--- config.mk ---
export PLATFORM = sky130hd
export DESIGN_NAME = mult_div_unit
export DESIGN_NICKNAME = d
export VERILOG_FILES = /design/src/rtl/mult_div_unit.sv
export SDC_FILE = /design/constraint.sdc
export NUM_CORES = 1
export LEC_CHECK = 0
export ABC_AREA = 0
export CORE_ASPECT_RATIO = 0.9
export CORE_MARGIN = 8
export CORE_UTILIZATION = 53
export DETAILED_ROUTE_END_ITERATION = 10
export PLACE_DENSITY_LB_ADDON = 0.2
export SETUP_SLACK_MARGIN = 0.3
export SLEW_MARGIN = 10
export SYNTH_ARGS = -nofsm -noshare
export SYNTH_HDL_FRONTEND = slang
export SYNTH_SLANG_ARGS = --single-unit
--- constraint.sdc ---
create_clock -name clk -period 3.6 [get_ports clk]
set_input_delay 0.72 -clock clk [delete_from_list [all_inputs] [get_ports clk]]
set_output_delay 0.72 -clock clk [all_outputs]
set_load 0.01 [all_outputs]
--- src/rtl/mult_div_unit.sv ---
// rtl/mult_div_unit.sv - iterative MULT/MULTU/DIV/DIVU unit with HI/LO registers
// Optional MDU_DIVZERO_EN: divz flag output and short-cut divide-by-zero path.
module mult_div_unit #(
    parameter int WIDTH = 32
) (
    input  logic             clk,
    input  logic             rst,
    input  logic             start,
    input  logic [1:0]       op,
    input  logic [WIDTH-1:0] a,
    input  logic [WIDTH-1:0] b,
    input  logic             hi_wr,
    input  logic             lo_wr,
    input  logic [WIDTH-1:0] wdata,
    output logic             busy,
    output logic             done,
    output logic [WIDTH-1:0] hi,
    output logic [WIDTH-1:0] lo
`ifdef MDU_DIVZERO_EN
    ,
    output logic             divz
`endif
);

    localparam int CW = $clog2(WIDTH);

    typedef enum logic [1:0] {S_IDLE, S_PREP, S_CALC, S_FIX} state_t;

    state_t                state_q, state_d;
    logic [1:0]            op_q, op_d;
    logic [WIDTH-1:0]      a_q, a_d, b_q, b_d;
    logic [WIDTH-1:0]      acc_hi_q, acc_hi_d, acc_lo_q, acc_lo_d, opnd_q, opnd_d;
    logic [CW-1:0]         cnt_q, cnt_d;
    logic                  qneg_q, qneg_d, rneg_q, rneg_d;
    logic [WIDTH-1:0]      hi_q, hi_d, lo_q, lo_d;
    logic                  busy_q, busy_d, done_q, done_d;
`ifdef MDU_DIVZERO_EN
    logic                  divz_q, divz_d;
`endif

    logic                  is_div, is_signed, sa, sb;
    logic [WIDTH-1:0]      a_mag, b_mag;
    logic [WIDTH:0]        mterm, msum, dshift, ddiff;
    logic [2*WIDTH-1:0]    prod, prod_neg;

    assign is_div    = op_q[1];
    assign is_signed = ~op_q[0];
    assign sa        = is_signed & a_q[WIDTH-1];
    assign sb        = is_signed & b_q[WIDTH-1];
    assign a_mag     = sa ? -a_q : a_q;
    assign b_mag     = sb ? -b_q : b_q;

    // Shift-add step: conditional add into the upper half, then shift the pair right.
    assign mterm     = acc_lo_q[0] ? {1'b0, opnd_q} : '0;
    assign msum      = {1'b0, acc_hi_q} + mterm;

    // Restoring step: partial remainder is always below 2*divisor, so WIDTH+1 bits hold the sign.
    assign dshift    = {acc_hi_q, acc_lo_q[WIDTH-1]};
    assign ddiff     = dshift - {1'b0, opnd_q};

    assign prod      = {acc_hi_q, acc_lo_q};
    assign prod_neg  = -prod;

    always_comb begin
        state_d  = state_q;
        op_d     = op_q;
        a_d      = a_q;
        b_d      = b_q;
        acc_hi_d = acc_hi_q;
        acc_lo_d = acc_lo_q;
        opnd_d   = opnd_q;
        cnt_d    = cnt_q;
        qneg_d   = qneg_q;
        rneg_d   = rneg_q;
        hi_d     = hi_q;
        lo_d     = lo_q;
        busy_d   = busy_q;
        done_d   = 1'b0;
`ifdef MDU_DIVZERO_EN
        divz_d   = divz_q;
`endif

        if (!busy_q && hi_wr) hi_d = wdata;
        if (!busy_q && lo_wr) lo_d = wdata;

        case (state_q)
            S_IDLE: begin
                if (start) begin
                    op_d    = op;
                    a_d     = a;
                    b_d     = b;
                    busy_d  = 1'b1;
                    state_d = S_PREP;
`ifdef MDU_DIVZERO_EN
                    divz_d  = 1'b0;
                    if (op[1] && b == '0) state_d = S_FIX;
`endif
                end
            end
            S_PREP: begin
                acc_hi_d = '0;
                acc_lo_d = is_div ? a_mag : b_mag;
                opnd_d   = is_div ? b_mag : a_mag;
                qneg_d   = sa ^ sb;
                rneg_d   = is_div & sa;
                cnt_d    = CW'(WIDTH - 1);
                state_d  = S_CALC;
            end
            S_CALC: begin
                if (is_div) begin
                    acc_hi_d = ddiff[WIDTH] ? dshift[WIDTH-1:0] : ddiff[WIDTH-1:0];
                    acc_lo_d = {acc_lo_q[WIDTH-2:0], ~ddiff[WIDTH]};
                end else begin
                    acc_hi_d = msum[WIDTH:1];
                    acc_lo_d = {msum[0], acc_lo_q[WIDTH-1:1]};
                end
                cnt_d = cnt_q - CW'(1);
                if (cnt_q == '0) state_d = S_FIX;
            end
            S_FIX: begin
                if (is_div && b_q == '0) begin
                    hi_d = a_q;
                    lo_d = '1;
`ifdef MDU_DIVZERO_EN
                    divz_d = 1'b1;
`endif
                end else if (is_div) begin
                    lo_d = qneg_q ? -acc_lo_q : acc_lo_q;
                    hi_d = rneg_q ? -acc_hi_q : acc_hi_q;
                end else begin
                    {hi_d, lo_d} = qneg_q ? prod_neg : prod;
                end
                busy_d  = 1'b0;
                done_d  = 1'b1;
                state_d = S_IDLE;
            end
            default: state_d = S_IDLE;
        endcase
    end

    always_ff @(posedge clk or negedge rst) begin
        if (!rst) begin
            state_q  <= S_IDLE;
            op_q     <= '0;
            a_q      <= '0;
            b_q      <= '0;
            acc_hi_q <= '0;
            acc_lo_q <= '0;
            opnd_q   <= '0;
            cnt_q    <= '0;
            qneg_q   <= 1'b0;
            rneg_q   <= 1'b0;
            hi_q     <= '0;
            lo_q     <= '0;
            busy_q   <= 1'b0;
            done_q   <= 1'b0;
        end else begin
            state_q  <= state_d;
            op_q     <= op_d;
            a_q      <= a_d;
            b_q      <= b_d;
            acc_hi_q <= acc_hi_d;
            acc_lo_q <= acc_lo_d;
            opnd_q   <= opnd_d;
            cnt_q    <= cnt_d;
            qneg_q   <= qneg_d;
            rneg_q   <= rneg_d;
            hi_q     <= hi_d;
            lo_q     <= lo_d;
            busy_q   <= busy_d;
            done_q   <= done_d;
        end
    end

`ifdef MDU_DIVZERO_EN
    always_ff @(posedge clk or negedge rst) begin
        if (!rst) divz_q <= 1'b0;
        else      divz_q <= divz_d;
    end
    assign divz = divz_q;
`endif

    assign busy = busy_q;
    assign done = done_q;
    assign hi   = hi_q;
    assign lo   = lo_q;

endmodule

=== Word-level counts from Yosys, hierarchy flattened ===
Index checks and enable logic that the tools add are counted.

* Bitwise logic cells: 6
* $add $sub $neg: 8
* $lt $le $gt $ge: 0
* Eq/ne operators: 5
* Multiplexer cells: 28
* Shift-type cells: 0
* Reduce and logical (&&, ||, !) cells: 14
* Div/mod/pow operators: 0
* Multiply operators: 0

{| class="wikitable"
|+ Operator list
! cell !! count
|-
| 32-bit two-way mux || 18
|-
| 32-bit negator || 4
|-
| 32-bit one-hot mux with 2 select lines || 2
|-
| 64-bit two-way mux || 1
|-
| 64-bit negator || 1
|-
| 32-bit by 32-bit adder with 33-bit output || 1
|-
| 33-bit by 32-bit subtractor with 33-bit output || 1
|-
| 32-bit logical NOT || 1
|-
| 5-bit one-hot mux with 2 select lines || 1
|-
| 2-bit one-hot mux with 4 select lines || 1
|-
| 2-bit nonzero test || 4
|-
| 2-bit AND reduction || 3
|-
| 5-bit logical NOT || 1
|-
| 5-bit by 1-bit subtractor with 5-bit output, second input constant || 1
|-
| 2-bit equality test, second input constant || 2
|-
| 2-bit two-way mux || 2
|-
| 2-bit != test, second input constant || 2
|-
| 1-bit AND || 3
|-
| 1-bit logical AND || 3
|-
| 2-bit by 1-bit equality test with 1-bit output, second input constant || 1
|-
| 2-bit logical NOT || 1
|-
| 1-bit two-way mux || 2
|-
| 1-bit inverter || 2
|-
| 1-bit one-hot mux with 2 select lines || 1
|-
| 2 further kinds || 2
|}

* Word-level logic and storage cells: 75
* Flip-flop bits (word level): 237
* Latch bits: 0
* Bits of input ports: 103
* Memories kept: 0
* Output and inout bits: 66
* Memory bits (read-only): 0
* Memory bits (writable): 0

=== Logic depth before layout (Yosys ltp) ===
Gate-level depths: netlist (run 1).

* Depth after elaboration: 5
* Gate-level depth with buffers: 15

=== Worst setup path before layout (run 1) ===
OpenSTA, ideal clock, no wires.

* Path type: register to register
* Start: register acc_lo_q[0]
* End: register acc_hi_q[24]
* Period minus slack after synthesis: 3512 ps
* Path buffers: 1
* Slack: 88 ps
* Stages on the path, launching flop included: 15
* Arrival: 3386 ps
* Library setup time: 126 ps
* Data required time: 3474 ps
* Cells stage by stage: dfrtp_1 -> inv_1 -> buf_1 -> nor2_1 -> ha_1 -> and2_1 -> a41o_1 -> o21ba_2 -> or3b_2 -> a21boi_0 -> nor3_1 -> o2111ai_1 -> nand2_1 -> xor2_1 -> a221o_1

* Cells in the longest elaborated chain, start to end: 4

{| class="wikitable"
|+ Ends and longest elaborated chain
! element !! RTL line !! source
|-
| start, declared || 32 || <nowiki>logic [WIDTH-1:0] acc_hi_q, acc_hi_d, acc_lo_q, acc_lo_d, opnd_q, opnd_d;</nowiki>
|-
| start signal, assigned || 163 || <nowiki>acc_lo_q <= acc_lo_d;</nowiki>
|-
| 32-bit two-way mux || 54 || <nowiki>assign mterm = acc_lo_q[0] ? {1'b0, opnd_q} : '0;</nowiki>
|-
| 32-bit by 32-bit adder with 33-bit output || 55 || <nowiki>assign msum = {1'b0, acc_hi_q} + mterm;</nowiki>
|-
| 32-bit two-way mux || 110 || <nowiki>if (is_div) begin</nowiki>
|-
| 32-bit one-hot mux with 2 select lines || 86 || <nowiki>case (state_q)</nowiki>
|-
| end signal, assigned || 162 || <nowiki>acc_hi_q <= acc_hi_d;</nowiki>
|-
| end, declared || 32 ||
|}

Every way passes these cells.
A chain may end at the register's enable or synchronous reset.

=== Worst setup path after layout (run 1) ===
* Start: register acc_lo_q[0]
* End: register acc_hi_q[27]

Same word-level chain as after synthesis.

==> run metrics, run 1 <==
Root Buffer=clkbuf_16; Seq cells post-synth=237; first-pass GRT wire length=103,000 µm; H-tree level count=1; synthesized area=0.0179 mm²; placed cell area=0.0209 mm²; DRC=0; fmax=0.300 GHz; clk sinks=237; vias per inst=6.42; Data required, critical path=4030 ps; worst min-delay path class=input pin to asynchronous set/reset pin; IO Count=169; max-cap violations=0; Worst setup SP type=register; die width=209 µm; Cell variety after synth=79; VDD IR max=0.000816 V; ratio of final minimum period to clock period=0.927; critical path's slowest cell=or3b_4; P&R area growth vs syn=27.0%; clk slew on worst S/H paths=70 ps; Hold Fails Final Rpt=0; clock latency at the later pin of the worst-skew pair=560 ps; FF-to-FF Start=acc_lo_q[0]; number of global-route vias before repair=17,259; initial antenna violation count=0; worst r2r dst=acc_hi_q[27]; fraction of registers with async set/reset=1.00; CP bufs+invs=3; worst rel slew slack=0.248; unrepaired setup endpoints after global routing=true; Die Y=190 µm; DP Cell Count=2,663; routed vias=17,621; skew final=20.1 ps; # nets final=2,481; antenna fix cells=0; synthesized area per cell=8.76 µm²; CTS tree=done; Finish-stage setup viols=0; share of layout cells above drive strength 1=0.196; Non-Filler Instances=2,743; Max Buffers Root-to-Sink=3; Power Dens Cells=1220 mW/mm²; Crit Path Category=register to register; status=complete, no violations; Cell Chain, Critical Path=inv_2 > buf_6 > buf_12 > nor2_1 > ha_1 > a21oi_1 > o21ai_1 > nor4_2 > o32ai_2 > o211ai_1 > a21oi_2 > or3b_4 > a31oi_4 > xnor2_2 > a221o_1; Max stage delay on crit path=420 ps; Starting Density=0.541; family with the most delay on the worst path=compound AO/OA/AOI/OAI gates; critical path arrival=3770 ps; Design Area, Final=0.0227 mm²; Max Transition Viols Final=0; post-route minimum period=3340 ps; DRT iter0 DRCs=1,571; Core Region=0.0330 mm²; Cells after Synth=2,039; Overall Power=0.0276 W; DP HPWL=53,000 µm; Worst R2R Path Depth=15; Num CTS Buffers=27; Yosys top cell area share=0.332; number of synthesized flops with an enable pin=0; Main synth FF type=dfrtp_1; Antenna Violating Nets Remaining=0; dominant cells by area after synthesis=dfrtp_1, xnor2_1, ha_1; largest net degree at the start of global routing=95; total iterations of the first detailed-routing run=6; reg-to-reg slack, setup=260 ps; sequential element share of the synthesized area=0.332; routability cong.=0.962; Detailed Route WL=69,100 µm; crit path max fanout=8; DIE AREA=0.0398 mm²; Worst Max-Slew Pin Slew=1130 ps; pre-CTS WS=5.84 ps; Synth top cells by count=nor2_1, dfrtp_1, o21ai_0; Rows=63; wire length per cell=25.2 µm; setup ws final=263 ps; count leader, synth=nor2_1; port bufs=168; CP Capture Type=register; Synth Warn #=0; Synthesized Nets=2,218; total track usage=0.334; grt ovf=0; Static Leak=9.76 nW; setup_tns=0 ps; dominant cell type by area after synthesis=dfrtp_1
[logic make-up after synthesis]
kind of cell    count (synthesis)  share of synthesized area
simple gates                  617                      0.160
compound gates                569                      0.203
flops                         237                      0.332
buf+inv                       193                     0.0410
mux                           177                      0.126
xor+xnor                      170                     0.0834
fa+ha+maj                      76                     0.0541
[registers in the layout (all words and copies together), names as in the netlist]
register / count
hi: 32
done: 1
lo: 32
busy: 1
acc_hi_q: 32
acc_lo_q: 32
rneg_q: 1
state_q: 2
op_q: 2
opnd_q: 32
a_q: 32
cnt_q: 5
b_q: 32
qneg_q: 1
[where the power goes]
group	internal (W)	total (W)	switching, W
Sequential	0.00402	0.00587	0.00185
Clock	0.00168	0.00286	0.00117
Combinational	0.00830	0.0188	0.0105
[worst max path at each step]
| stage | startpoint | end | slack [ps] | cells after the start |
|---|---|---|---|---|
| after detailed placement | acc_hi_q[1] | hi[22] | 6 | 13 |
| after CTS | acc_lo_q[0] | acc_hi_q[27] | 240 | 17 |
| final | acc_lo_q[0] | acc_hi_q[27] | 260 | 15 |
| after floorplan | acc_lo_q[0] | acc_hi_q[24] | 280 | 14 |
| after global placement | acc_hi_q[1] | hi[22] | -2 | 13 |
| after global routing | acc_lo_q[0] | acc_hi_q[27] | 150 | 15 |
[metal layers]
metal / wire [µm] / up-vias / global-route usage / part of all wire
met5: 0 / - / 0 / 0
met3: 8430 / 172 / 0.107 / 0.12
met1: 27500 / 8568 / 0.437 / 0.40
met2: 30000 / 985 / 0.507 / 0.43
met4: 3160 / 0 / 0.141 / 0.046
li1: - / 7896 / - / -
[stage by stage]
stage,util,hold slack [ps]
6_report,0.686,216
3_3_place_gp,0.632,487
4_1_cts,0.670,238
3_5_place_dp,0.632,499
2_1_floorplan,-,424
5_1_grt,0.686,272
[layout by cell type (no fill, tap or decap), drive strengths merged, types with 40 or more instances in the layout]
cell,n
mux2,70
xnor2,106
xor2,64
ha,74
o21ai,178
a21oi,121
nand2,147
mux2i,76
buf,189
clkdlybuf4s50,167
a21o,41
nor3,45
clkbuf,40
nor2,243
inv,71
dfrtp,237
[cell type report]
type                       instances  area, µm²
sequential                       237       5940
tap                              422        528
inverter                          70        263
clock inverter                     9        111
timing repair buffer             357       3300
fill                            2604      10400
multi-input combinational       1609      11700
clock buffer                      39        801
[repair_timing]
| item | CTS | global route |
|---|---|---|
| buffers inserted | 13 | 17 |
| pin swaps | 20 | 43 |
| hold endpoints to repair | 0 | 0 |
| gates resized for setup | 48 | 87 |
| endpoints found under the setup margin | 49 | 52 |
| hold buffers | 0 | 0 |
| cloned | 1 | 1 |
No activity file was read; power rests on OpenSTA's default activity.
==> run 2, diff against run 1 <==
Settings changed: CORE_UTILIZATION 53 to 55, CTS_BUF_LIST set to sky130_fd_sc_hd__clkbuf_4 sky130_fd_sc_hd__clkbuf_8.
==> run 2 against run 1 <==
  * Combinational power hardly changed
  * Cell count did not move
  * Non-clock buffer count fell by 17
  * Die area shrank 3.3%
  * Clock skew up 6.0 ps
  * Cell area down 1.0%
  * Critical endpoint is now acc_hi_q[19]
  * Largest cell class unchanged
  * Largest power group unchanged
==> run metrics, run 2 (same netlist as run 1, synthesis figures left out) <==
Design Area, Final=0.0224 mm² (-1.0%); DRC=0 (unchanged); skew final=26.1 ps (+6.00 ps); CTS tree=done; most frequent cells in the layout=nor2_1, dfrtp_1, clkdlybuf4s50_1, o21ai_0, buf_4; fmax=0.299 GHz (-0.26%); P&R area growth vs syn=25.7%; Max Transition Viols Final=0 (unchanged); Cell Chain, Critical Path=ha_2 > fa_2 > nand2b_4 > a211oi_4 > o2111ai_2 > a311oi_2 > a211o_1 > a21oi_4 > xnor2_4 > buf_12 > buf_16 > mux2i_1 > nand2_1 > a22o_1; total iterations of the first detailed-routing run=6 (unchanged); initial antenna violation count=0 (unchanged); Max stage delay on crit path=400 ps (-20 ps); Starting Density=0.559 (+0.0180); H-tree level count=2 (+1); Static Leak=9.63 nW (-1.3%); total track usage=0.341 (+0.00643); post-route minimum period=3350 ps (+8.54 ps); Hold Buf Count CTS=0 (unchanged); Overall Power=0.0271 W (-1.8%); placed cell area=0.0208 mm² (-0.44%); antenna fix cells=0 (unchanged); Crit Path Category=register to register; DP HPWL=52,100 µm (-1.6%); Power Dens Cells=1210 mW/mm² (-0.76%); Rows=62 (-1.6%); setup ws final=254 ps (-8.54 ps); routability cong.=0.982 (+2.2%); Worst Max-Slew Pin Slew=1120 ps (-5.19 ps); Data required, critical path=4070 ps (+40 ps); Max Buffers Root-to-Sink=3 (unchanged); # nets final=2,480 (-0.040%); max-cap violations=0 (unchanged); Detailed Route WL=68,200 µm (-1.3%); vias per inst=6.48 (+0.81%); worst min-delay path class=input pin to asynchronous set/reset pin; Hold Fails Final Rpt=0 (unchanged); status=complete, no violations; ratio of final minimum period to clock period=0.929 (+0.00237); die width=206 µm (-1.7%); port bufs=168 (unchanged); number of global-route vias before repair=17,205 (-0.31%); routed vias=17,763 (+0.81%); grt ovf=0 (unchanged); Worst setup SP type=register; Root Buffer=clkbuf_8; clk sinks=237 (unchanged); Finish-stage setup viols=0 (unchanged); share of layout cells above drive strength 1=0.199 (+0.00250); largest net degree at the start of global routing=84 (-12%); DRT iter0 DRCs=1,675 (+6.6%); Die Y=187 µm (-1.7%); wire length per cell=24.9 µm (-1.3%); crit path max fanout=7 (-1); Filler cells=2,516 (-3.4%); pre-CTS WS=-21.6 ps (-27.5 ps); critical path's slowest cell=dfrtp_1; clk slew on worst S/H paths=60 ps (about the same); clock latency at the later pin of the worst-skew pair=580 ps (+20 ps); Antenna Violating Nets Remaining=0 (unchanged); DIE AREA=0.0385 mm² (-3.3%); Num CTS Buffers=43 (+59%); Core Region=0.0320 mm² (-3.2%); first-pass GRT wire length=102,000 µm (-1.8%); worst rel slew slack=0.253 (+0.00455); CP Capture Type=register; IO Count=169 (unchanged); unrepaired setup endpoints after global routing=true; most common cell after layout, fill and taps aside=nor2_1; VDD IR max=0.00111 V (+36%); critical path arrival=3820 ps (+50 ps)
[run 2: cell count changes in the layout (fill, tap and decap cells not counted), moves of 4 or more]
cell / previous run / this run
clkbuf_8: 8 / 50
o21ai_0: 160 / 156
clkbuf_16: 28 / 1
o21ai_1: 13 / 17
clkbuf_4: 0 / 14
buf_4: 169 / 152
clkbuf_1: 4 / 0
[run 2: power by group]
group	internal [W]	total [W]	switching, W	leakage, nW
combinational	0.00815	0.0185	0.0104	6.32
sequential	0.00402	0.00588	0.00186	2.85
clock	0.00148	0.00265	0.00118	0.462
total	0.0136	0.0271	0.0134	9.63
[run 2: per-layer routing]
| metal | wire length [µm] | global-route usage | part of all wire | vias to the layer above |
|---|---|---|---|---|
| met5 | 0 | 0 | 0 | - |
| met4 | 3550 | 0.158 | 0.052 | 0 |
| met3 | 8630 | 0.108 | 0.13 | 192 |
| met2 | 29000 | 0.495 | 0.42 | 1062 |
| met1 | 27000 | 0.457 | 0.40 | 8620 |
| li1 | - | - | - | 7889 |
[run 2: timing repair]
item	in CTS	in global routing
gates resized for setup	30	104
endpoints found under the setup margin	42	74
cloned	1	1
pin swaps	18	43
endpoints found under the hold margin	0	0
setup buffers	11	15
[run 2: worst paths after layout]
kind,startpoint,endpoint,slack (ps),cells after the start
min in group clk,hi[24],hi[24],510,2
max in group asynchronous,rst,acc_hi_q[12],2560,2
max,opnd_q[0],acc_hi_q[19],250,14
min reg2reg,hi[24],hi[24],510,2
min,rst,cnt_q[1],140,1
max reg2reg,opnd_q[0],acc_hi_q[19],250,14
[run 2: cell type report]
type                       instances  area (µm²)  area share
tap                              416         520      0.0232
sequential                       237        5940       0.265
clock inverter                     7        75.1     0.00335
clock buffer                      64         793      0.0354
inverter                          70         263      0.0117
multi-input combinational       1609       11700       0.521
timing repair buffer             340        3160       0.141
[run 2: metrics by stage]
stage	hold slack (ps)	std cells	setup TNS [ps]	util
after floorplan	424	2039	0	-
after global routing	179	2743	0	0.702
after CTS	180	2727	0	0.685
after global placement	481	2644	0	0.651
after detailed placement	496	2644	-44.4	0.651
final	135	2743	0	0.702
[run 2: worst max-delay path, delay by kind of cell, from the launching register on]
kind                     cells  cell delay, ps
AND/OR/NAND/NOR              2             240
AO/OA/AOI/OAI                6            1240
adder cells (fa/ha/maj)      2             550
flip-flops                   1             400
multiplexers                 1             180
XOR/XNOR                     1             370
buffers and inverters        2             280
==> run 3, diff against run 2 <==
Settings changed: CORE_MARGIN 8 to 2.
==> run 3 against run 2 <==
  * Clock skew down 8.3 ps
  * Combinational power about the same
  * Sequential power down 2%
  * Largest power group unchanged
==> run metrics, run 3 (same netlist as run 1, synthesis figures left out) <==
status=complete, no violations; total track usage=0.388 (+0.0471); setup_tns=0 ps (unchanged); Num CTS Buffers=41 (-4.7%); clock latency at the later pin of the worst-skew pair=570 ps (about the same); Detailed Route WL=66,900 µm (-1.9%); end of the critical path=acc_hi_q[29]; Antenna Violating Nets Remaining=0 (unchanged); unrepaired setup endpoints after global routing=true; CP Capture Type=register; DP HPWL=51,100 µm (-2.0%); wire length per cell=24.3 µm (-2.3%); Worst R2R Path Depth=18 (+4); worst rel slew slack=0.271 (+0.0178); Non-Filler Instances=2,755 (+0.44%); total iterations of the first detailed-routing run=6 (unchanged); DRC=0 (unchanged); antenna fix cells=0 (unchanged); Max stage delay on crit path=410 ps (about the same); clk slew on worst S/H paths=60 ps (about the same); CP bufs+invs=5 (+3); crit path max fanout=3 (-4); Max Buffers Root-to-Sink=3 (unchanged); family with the most delay on the worst path=compound AO/OA/AOI/OAI gates; Starting Density=0.559 (unchanged); most frequent cells in the layout=nor2_1, dfrtp_1, clkdlybuf4s50_1, buf_4, o21ai_0; Hold Worst Slack=135 ps (-0.213 ps); Finish-stage setup viols=0 (unchanged); Max Transition Viols Final=0 (unchanged); P&R area growth vs syn=25.5%; CTS tree=done; routed vias=17,664 (-0.56%); critical path arrival=3830 ps (about the same); # nets final=2,488 (+0.32%); Critical path origin=opnd_q[0]; Die Y=175 µm (-6.4%); Power Dens Cells=1200 mW/mm² (-0.72%); CP Depth=18 (+4); largest net degree at the start of global routing=86 (+2.4%); port bufs=168 (unchanged); max-cap violations=0 (unchanged); VDD IR max=0.00168 V (+52%); ratio of final minimum period to clock period=0.938 (+0.00899); Data required, critical path=4050 ps (-20 ps); Cell Chain, Critical Path=buf_6 > and2_4 > ha_4 > inv_2 > fa_2 > nand2b_4 > a21oi_4 > o311ai_2 > buf_4 > a211oi_4 > o211ai_1 > a21oi_2 > buf_4 > buf_6 > a211oi_2 > xor2_1 > o21ai_1 > a32o_2; Core Region=0.0320 mm² (unchanged); number of global-route vias before repair=17,088 (-0.68%); Rows=62 (unchanged); H-tree level count=2 (unchanged); fmax=0.296 GHz (-0.96%); critical path's slowest cell=dfrtp_1; reg-to-reg slack, setup=220 ps (-30 ps); Static Leak=9.69 nW (+0.62%); vias per inst=6.41 (-0.99%); first-pass GRT wire length=101,000 µm (-0.77%); worst min-delay path class=input pin to asynchronous set/reset pin; grt ovf=0 (unchanged); Crit Path Category=register to register; FF-to-FF Start=opnd_q[0]; routability cong.=0.976 (-0.68%); worst r2r dst=acc_hi_q[29]; Util after Layout=0.701 (-0.00113); initial antenna violation count=1 (+1); Hold Fails Final Rpt=0 (unchanged); Root Buffer=clkbuf_8; Design Area, Final=0.0224 mm² (-0.16%); DIE AREA=0.0339 mm² (-12%); Worst Max-Slew Pin Slew=1090 ps (-28.3 ps); die width=194 µm (-5.8%); clk sinks=237 (unchanged); Worst setup SP type=register; post-route minimum period=3380 ps (+32.4 ps); most common cell after layout, fill and taps aside=nor2_1; IO Count=169 (unchanged); skew final=17.9 ps (-8.27 ps); DP Cell Count=2,649 (+0.19%); share of layout cells above drive strength 1=0.196 (-0.00230); placed cell area=0.0208 mm² (+0.25%); DRT iter0 DRCs=1,806 (+7.8%); Filler cells=2,578 (+2.5%)
==> run 3: cell types whose count changed in the layout (fill, tap and decap cells not counted), moves of 3 or more <==
cell      before  now
buf_4        152  162
a21oi_1      107  114
a21oi_2       12    5
clkinv_2       3    6
ha_1          64   67
nor2_1       233  236
o21ai_0      156  159
o21ai_1       17   14
==> run 3: stage by stage <==
stage                     power [W]  setup slack [ps]
final                        0.0268               222
after global routing         0.0283               121
after CTS                    0.0259               282
after detailed placement     0.0228             -59.3
after global placement       0.0226             -20.6
after floorplan              0.0161               283
==> run 3: final cells by class <==
cell class	count	area [µm²]	area share
multi-input cells	1609	11600	0.518
flip-flops and latches	237	5940	0.265
repair buffers	350	3210	0.144
clock buffers	65	813	0.0363
well taps	416	520	0.0232
inverters	70	263	0.0117
clock inverters	8	45.0	0.00201
==> run 3: worst min path at each step <==
stage,cells after the start,slack (ps),to
finish,1,130,state_q[1]
global route,1,180,state_q[1]
CTS,1,170,state_q[1]
detailed placement,2,490,hi[22]
global placement,2,480,hi[30]
floorplan,0,420,a_q[0]
==> run 3: repair_timing <==
| action | 4_1_cts | 5_1_grt |
|---|---|---|
| buffers inserted | 17 | 16 |
| resized for setup | 46 | 68 |
| setup endpoints to repair | 42 | 68 |
| pin swaps | 26 | 42 |
| hold buffers | 0 | 0 |
==> run 3: layer usage <==
layer  track usage  vias up  wire [µm]  part of all wire
li1              -     7924          -                 -
met1         0.523     8544      27000              0.40
met2         0.573     1021      28200              0.42
met3         0.111      173       8080              0.12
met4         0.193        2       3520             0.053
met5             0        -         18           0.00027
==> run 3: report_power, final <==
part / internal [W] / leakage, nW / total (W) / switching [W]
registers: 0.00402 / 2.85 / 0.00576 / 0.00174
logic: 0.00807 / 6.38 / 0.0185 / 0.0104
clock network: 0.00143 / 0.457 / 0.00260 / 0.00116
total: 0.0135 / 9.69 / 0.0268 / 0.0133
